$ cat src/rtl/delay_ctrl.sv
// Programmable-length delay line with a RUN/FILL handshake that reports when a new delay is in effect.
// Optional build macro DELAY_CTRL_FLUSH_EN zeroes the line whenever a new delay is applied.
module delay_ctrl #(
    parameter int MAX_DELAY     = 16,
    parameter int WIDTH         = 1,
    parameter int DEFAULT_DELAY = 1,
    localparam int CW           = $clog2(MAX_DELAY + 1)
) (
    input  logic             clk,
    input  logic             rst_n,
    input  logic [WIDTH-1:0] d_in,
    output logic [WIDTH-1:0] d_out,
    output logic             valid_out,
    input  logic [CW-1:0]    cfg_delay,
    input  logic             cfg_load,
    output logic             cfg_ack,
    output logic             cfg_err,
    output logic             busy
);

    typedef enum logic {RUN, FILL} state_t;

    state_t          state;
    logic [CW-1:0]   d_cur;
    logic [CW-1:0]   fill_cnt;
    logic            ack_pend;
    logic            err_defer;
    logic [WIDTH-1:0] stage [MAX_DELAY];

    logic cfg_legal;
    logic start_fill;
    logic last_fill;
    logic flush;

    assign cfg_legal  = (cfg_delay != '0) && (cfg_delay <= CW'(MAX_DELAY));
    assign start_fill = (state == RUN) && cfg_load && cfg_legal;
    assign last_fill  = (fill_cnt == d_cur - CW'(1));

`ifdef DELAY_CTRL_FLUSH_EN
    assign flush = start_fill;
`else
    assign flush = 1'b0;
`endif

    always_ff @(posedge clk or negedge rst_n) begin
        if (!rst_n) begin
            for (int i = 0; i < MAX_DELAY; i++) stage[i] <= '0;
        end else if (flush) begin
            for (int i = 0; i < MAX_DELAY; i++) stage[i] <= '0;
        end else begin
            stage[0] <= d_in;
            for (int i = 1; i < MAX_DELAY; i++) stage[i] <= stage[i-1];
        end
    end

    always_comb begin
        d_out = '0;
        for (int i = 0; i < MAX_DELAY; i++)
            if (d_cur == CW'(i + 1)) d_out = stage[i];
    end

    // A load rejected on the very edge that ends a configured FILL would collide
    // with cfg_ack, so its error pulse is pushed out by one cycle.
    always_ff @(posedge clk or negedge rst_n) begin
        if (!rst_n) begin
            state     <= FILL;
            d_cur     <= CW'(DEFAULT_DELAY);
            fill_cnt  <= '0;
            ack_pend  <= 1'b0;
            err_defer <= 1'b0;
            valid_out <= 1'b0;
            busy      <= 1'b1;
            cfg_ack   <= 1'b0;
            cfg_err   <= 1'b0;
        end else begin
            cfg_ack   <= 1'b0;
            cfg_err   <= err_defer;
            err_defer <= 1'b0;
            case (state)
                RUN: begin
                    if (cfg_load) begin
                        if (cfg_legal) begin
                            d_cur     <= cfg_delay;
                            fill_cnt  <= '0;
                            ack_pend  <= 1'b1;
                            state     <= FILL;
                            valid_out <= 1'b0;
                            busy      <= 1'b1;
                        end else begin
                            cfg_err <= 1'b1;
                        end
                    end
                end
                FILL: begin
                    fill_cnt <= fill_cnt + CW'(1);
                    if (last_fill) begin
                        state     <= RUN;
                        valid_out <= 1'b1;
                        busy      <= 1'b0;
                        cfg_ack   <= ack_pend;
                        ack_pend  <= 1'b0;
                    end
                    if (cfg_load) begin
                        if (last_fill && ack_pend) err_defer <= 1'b1;
                        else                       cfg_err   <= 1'b1;
                    end
                end
                default: state <= FILL;
            endcase
        end
    end

endmodule

$ cat config.mk
export PLATFORM = sky130hd
export DESIGN_NAME = delay_ctrl
export DESIGN_NICKNAME = d
export VERILOG_FILES = /design/src/rtl/delay_ctrl.sv
export SDC_FILE = /design/constraint.sdc
export NUM_CORES = 1
export LEC_CHECK = 0
export ABC_AREA = 1
export ABC_CLOCK_PERIOD_IN_PS = 2300
export CORE_UTILIZATION = 51
export DETAILED_ROUTE_END_ITERATION = 8
export PLACE_DENSITY = 0.79
export SYNTH_ARGS = -nofsm -noshare
export SYNTH_HDL_FRONTEND = slang
export SYNTH_SLANG_ARGS = --single-unit
export TNS_END_PERCENT = 30
$ cat constraint.sdc
create_clock -name clk -period 2.3 [get_ports clk]
set_clock_uncertainty 0.05 [all_clocks]
set_input_delay 0.46 -clock clk [delete_from_list [all_inputs] [get_ports clk]]
set_output_delay 0.46 -clock clk [all_outputs]
set_load 0.02 [all_outputs]
Word level (Yosys, flattened, before mapping)
Cells that the tools add are included.
{ "op_classes": {"addsub": 2, "n_lt_le_gt_ge": 1, "eq_ne": 20, "mux": 41, "bitwise": 1, "n_reduce_logical": 6} }
{ "ops": {"columns": ["operator", "n"], "rows": [
  ["5-bit by 4-bit == test with 1-bit output (second input constant)", 8],
  ["1-bit two-way mux", 34],
  ["5-bit by 3-bit == test with 1-bit output (second input constant)", 4],
  ["5-bit by 2-bit == test with 1-bit output (second input constant)", 2],
  ["5-bit two-way mux", 2],
  ["5-bit one-hot mux with 2 select lines", 1],
  ["1-bit one-hot mux with 2 select lines", 4],
  ["3-bit AND reduction", 2],
  ["5-bit by 1-bit adder with 5-bit output (second input constant)", 1],
  ["5-bit by 1-bit == test with 1-bit output (second input constant)", 1],
  ["5-bit == test", 1],
  ["5-bit == test (second input constant)", 1],
  ["5-bit <= comparator (second input constant)", 1],
  ["5-bit nonzero test", 1],
  ["5-bit by 1-bit subtractor with 5-bit output (second input constant)", 1],
  ["2-bit inequality test (second input constant)", 2],
  ["1-bit logical AND", 2],
  ["2-bit by 1-bit inequality test with 1-bit output (second input constant)", 1],
  ["2-bit AND reduction", 1],
  ["1-bit NOT", 1]
]} }
{ "totals": {"register_bits": 33, "input_bits": 9, "output_inout_bits": 5, "elab_cells": 96} }

Logic depth before layout (Yosys ltp)
{ "logic_depth": {"ltp_word": 17, "depth_mapped": 21, "ltp_nobuf": 21} }

Worst setup path before layout
Ideal clock, no wire load.
{ "synth_path": {"path_type": "reg-to-output", "start": "register d_cur[0]", "end": "output d_out", "arrival_ns": 1.824, "t_required_ns": 1.790, "setup_slack_ns": -0.034, "path_stages_with_launch": 22, "path_buffers": 0, "path_cell_list": "dfstp_2 -> inv_1 -> ha_1 -> inv_1 -> nand3_1 -> nand2_1 -> nand2_1 -> nand2_1 -> nand2_1 -> nand2_1 -> nand2_1 -> nand2_1 -> nand2_1 -> nand2_1 -> nand2_1 -> nand2_1 -> nand2_1 -> nand2_1 -> nand2_1 -> nand2_1 -> nand2_1 -> nand2_1"} }
{ "synth_via": {"elab_chain_cells": 17, "word_cells_on_any_way": 32, "classes_between": "eq/ne (16); mux (16)"} }
{ "synth_lines": {"columns": ["element", "line_no", "source"], "rows": [
  ["start: declaration", "24", "logic [CW-1:0] d_cur;"],
  ["start signal: assignment", "67", "d_cur <= CW'(DEFAULT_DELAY);"],
  ["start signal: assignment", "83", "d_cur <= cfg_delay;"],
  ["5-bit by 1-bit == test with 1-bit output", "59", "if (d_cur == CW'(i + 1)) d_out = stage[i];"],
  ["1-bit two-way mux (15 in series)", "59", null],
  ["1-bit two-way mux *", "59", null],
  ["end: declaration", "12", "output logic [WIDTH-1:0] d_out,"]
]} }
Every way passes the cells marked *; elsewhere a longest branch is shown, timed or not.

Worst setup path after layout
Same ends and word-level chain as after synthesis.

==> results.toml <==
[cts]
tritoncts = "built"
worst_skew_pair.late_latency_ns = 0.35
numCtsBuffers = 5
numClockSinks = 33
ctsHtreeMaxLevel = 2
clk_root_buffer_cell = "sky130_fd_sc_hd__clkbuf_4"
path_clk_slew_ns = 0.10
clock_tree.buffer_depth = 2

[synth]
netlist_top_cells_area = "sky130_fd_sc_hd__dfrtp_1 47%, sky130_fd_sc_hd__nand2_1 10%, sky130_fd_sc_hd__nand3_1 5.3%"
ys_seq_area_frac = 0.520
syn_avg_cell_area_um2 = 8.81
post_synth_inst_count = 181
syn_nets = 196
yosys_warnings = 0
netlist.area_leader.share = 0.471
synth_seq_cells = 33
synth_cell_types = 26
post_synth_instance_area_um2 = 1600
synth_top_cell_by_area = "sky130_fd_sc_hd__dfrtp_1"

[setup_path]
required_ns = 1.79
worstPathMaxFanout = 4
crit-reg2reg-launch = "d_cur[0]"
critPathMaxStageDelay_ns = 0.60
critical_path.cell_chain = "inv_2 -> ha_4 -> a21oi_2 -> nand2_1 -> nand2_1 -> nand2_1 -> nand2_1 -> nand2_1 -> nand2_1 -> nand2_1 -> nand2_1 -> nand2_1 -> nand2_1 -> nand2_1 -> nand2_1 -> nand2_1 -> nand2_1 -> nand2_1 -> nand2_1 -> nand2_2 -> buf_6"
critical_path.slowest_cell = "sky130_fd_sc_hd__dfstp_2"
reg2reg_setup_slack_ns = 0.03
most_common_cell_on_crit_path = "sky130_fd_sc_hd__nand2_1"
worstSetupEndpointType = "primary output"
cp-start-kind = "flop"
worst-r2r-cell-count = 12
cp.arrival_ns = 2.33
timing.rr.end = "cfg_err"
crit_type = "reg2out"

[layout]
antenna_diode_count = 0
reg.largest.list = "stage: 16 flops, d_cur: 5 flops, fill_cnt: 5 flops"
fin_nets = 240
area.growth.synth_to_final_pct = 32.3
layout-drive-gt1-share = 0.310
final_cell_area_um2 = 2110
largest_register_ffs = 16
top_register = "stage"

[pwr]
comb_power_share = 0.533
cell_internal_power_w = 0.00174
power_share_of_the_clock_group = 0.158
leakage_nw = 1.01
power_density_nw_per_um2 = 1370
power_frac_seq = 0.308
total_power_w = 0.00289
switching_pwr_w = 0.00115
netSwitchingFraction = 0.396
highest_ir_drop_seen_on_vdd_mv = 0.805

[grt]
grt-ovfl-total = 0
grt_first_pass_wirelength_um = 5530
grt_max_degree = 34
grt_pass1_vias = 1293
antenna_found_initial = 0
global_route.usage.total = 0.227

[hold_path]
hold-path-cell-count = 0
timing.hold.worst.class = "reg2reg"
worst_hold_startpoint = "stage[7]"
worstHoldEndpoint = "stage[6]"

[floorplan]
coreArea_um2 = 2850
io_pins = 14
die_w_um = 57.9
die_height_um = 57.9
cell_row_count = 19
die_area_um2 = 3360
start_util = 0.559

[detailed_routing]
total_length_of_routed_wires_um = 3360
drc_marker_count_from_the_first_detailed_route_iteration = 41
routedWlPerCell_um = 13.1
detailedRoute.firstPassIterationCount = 6
post_drt_via_cell_ratio = 5.19
detail-route-antenna-nets = 0
routed-via-count = 1334
drc = 1

[timing]
fmax_mhz = 353
fin_tns_setup_ns = -0.536
rsz0062_at_grt = "true"
finalCriticalPeriod_ns = 2.84
timing.final.crit_share = 1.23
layout_setup_ws_ns = -0.536
number_of_setup_violations_in_the_final_report = 1
worst_slew_pin_slew_ns = 0.404
final-max-slew-violation-count = 0
maxSlewHeadroom = 0.730
hold_violations = 0
fin_hold_ws_ns = 0.332

[placement]
pre_cts_ws_ns = -0.651
gp_congestion = 0.874
detailed_place_hpwl_um = 2460
place_area_um2 = 1930
port-buffer-count = 13

[run_status]
run_status = "complete, but fails checks"
violations_in_the_final_reports = "DRC, setup timing"

[run]
max_cap_violations = 0
[placed cells by master (no fill, tap or decap)]
cell	count
sky130_fd_sc_hd__a21oi_1	1
sky130_fd_sc_hd__a21oi_2	1
sky130_fd_sc_hd__buf_4	25
sky130_fd_sc_hd__buf_6	2
sky130_fd_sc_hd__bufinv_16	1
sky130_fd_sc_hd__clkbuf_1	1
sky130_fd_sc_hd__clkbuf_4	5
sky130_fd_sc_hd__clkbuf_8	1
sky130_fd_sc_hd__clkdlybuf4s50_1	12
sky130_fd_sc_hd__dfrtp_1	30
sky130_fd_sc_hd__dfstp_2	3
sky130_fd_sc_hd__ha_1	2
sky130_fd_sc_hd__ha_4	4
sky130_fd_sc_hd__inv_1	12
sky130_fd_sc_hd__inv_2	15
sky130_fd_sc_hd__nand2_1	43
sky130_fd_sc_hd__nand2_2	3
sky130_fd_sc_hd__nand3_1	17
sky130_fd_sc_hd__nand3b_1	1
sky130_fd_sc_hd__nand3b_4	1
sky130_fd_sc_hd__nand4_1	4
sky130_fd_sc_hd__nor2_1	12
sky130_fd_sc_hd__nor2_2	3
sky130_fd_sc_hd__nor2_4	1
sky130_fd_sc_hd__nor3_1	1
sky130_fd_sc_hd__nor3b_2	1
sky130_fd_sc_hd__o21ai_0	5
sky130_fd_sc_hd__o21ai_1	8
sky130_fd_sc_hd__o21ai_2	1
sky130_fd_sc_hd__o22ai_1	1
sky130_fd_sc_hd__or4_4	1
sky130_fd_sc_hd__xnor2_1	4
sky130_fd_sc_hd__xnor2_2	2
sky130_fd_sc_hd__xor2_1	2
[cell type report]
type / instances / area, µm²
clock buffers: 7 / 55.1
inverters: 27 / 101
well taps: 31 / 38.8
fillers: 205 / 742
clock inverters: 1 / 30.0
repair buffers: 39 / 330
multi-input cells: 119 / 726
flip-flops and latches: 33 / 830
[logic make-up (layout without fill, tap and decap cells)]
group,Yosys count,in the layout,share of synthesized area
simple gates,88,88,0.254
fa+ha+maj,6,6,0.0471
buf+inv,29,74,0.0737
flops,33,33,0.520
xor+xnor,8,8,0.0486
compound gates,17,17,0.0565
[Yosys cell counts, drive strengths merged]
cell    instances
nand3b          2
buf             2
xor2            2
dfrtp          30
o21ai          14
xnor2           6
nand2          46
nor3            1
or4             1
o22ai           1
ha              6
nor3b           1
nand3          17
a21oi           2
inv            27
nand4           4
nor2           16
dfstp           3
[critical path: cells and delay by family (launching register included)]
| kind | cells | cell delay, ns |
|---|---|---|
| buffers and inverters | 2 | 0.19 |
| AOI/OAI and AO/OA | 1 | 0.12 |
| DFF | 1 | 0.60 |
| and+or+nand+nor | 17 | 0.91 |
| adders and majority gates | 1 | 0.17 |
[worst max-delay path by stage]
stage                   from     to  slack [ns]  cells after the start
floorplan           d_cur[0]  d_out       0.003                     21
global placement    d_cur[0]  d_out       -0.53                     22
detailed placement  d_cur[0]  d_out       -0.65                     22
CTS                 d_cur[0]  d_out       -0.52                     21
global route        d_cur[0]  d_out       -0.72                     22
finish              d_cur[0]  d_out       -0.54                     21
[per-layer routing]
metal | wire, µm | part of all wire | GRT usage | vias up
li1 | - | - | - | 661
met1 | 1460 | 0.43 | 0.272 | 637
met2 | 1700 | 0.51 | 0.378 | 26
met3 | 117 | 0.035 | 0.0558 | 10
met4 | 89 | 0.026 | 0.122 | 0
met5 | 0 | 0 | 0 | -
[what timing repair did]
action                     CTS  global route
setup endpoints to repair    1             7
setup buffers                2             0
gates cloned                 0             0
pin swaps                    1             6
resized for setup           17             4
hold buffers                 0             0
[through the flow]
step	util	std cells
floorplan	-	181
global placement	0.677	247
detailed placement	0.677	247
CTS	0.731	257
global route	0.740	257
finish	0.740	257
[power by group through the flow]
stage	Clock, W	Combinational (W)	Sequential (W)
2_1_floorplan	0	0.000804	0.000887
3_3_place_gp	0	0.00130	0.000872
3_5_place_dp	0	0.00136	0.000886
4_1_cts	0.000460	0.00148	0.000887
5_1_grt	0.000481	0.00169	0.000912
6_report	0.000458	0.00154	0.000891
(Power assumes the default switching activity.)
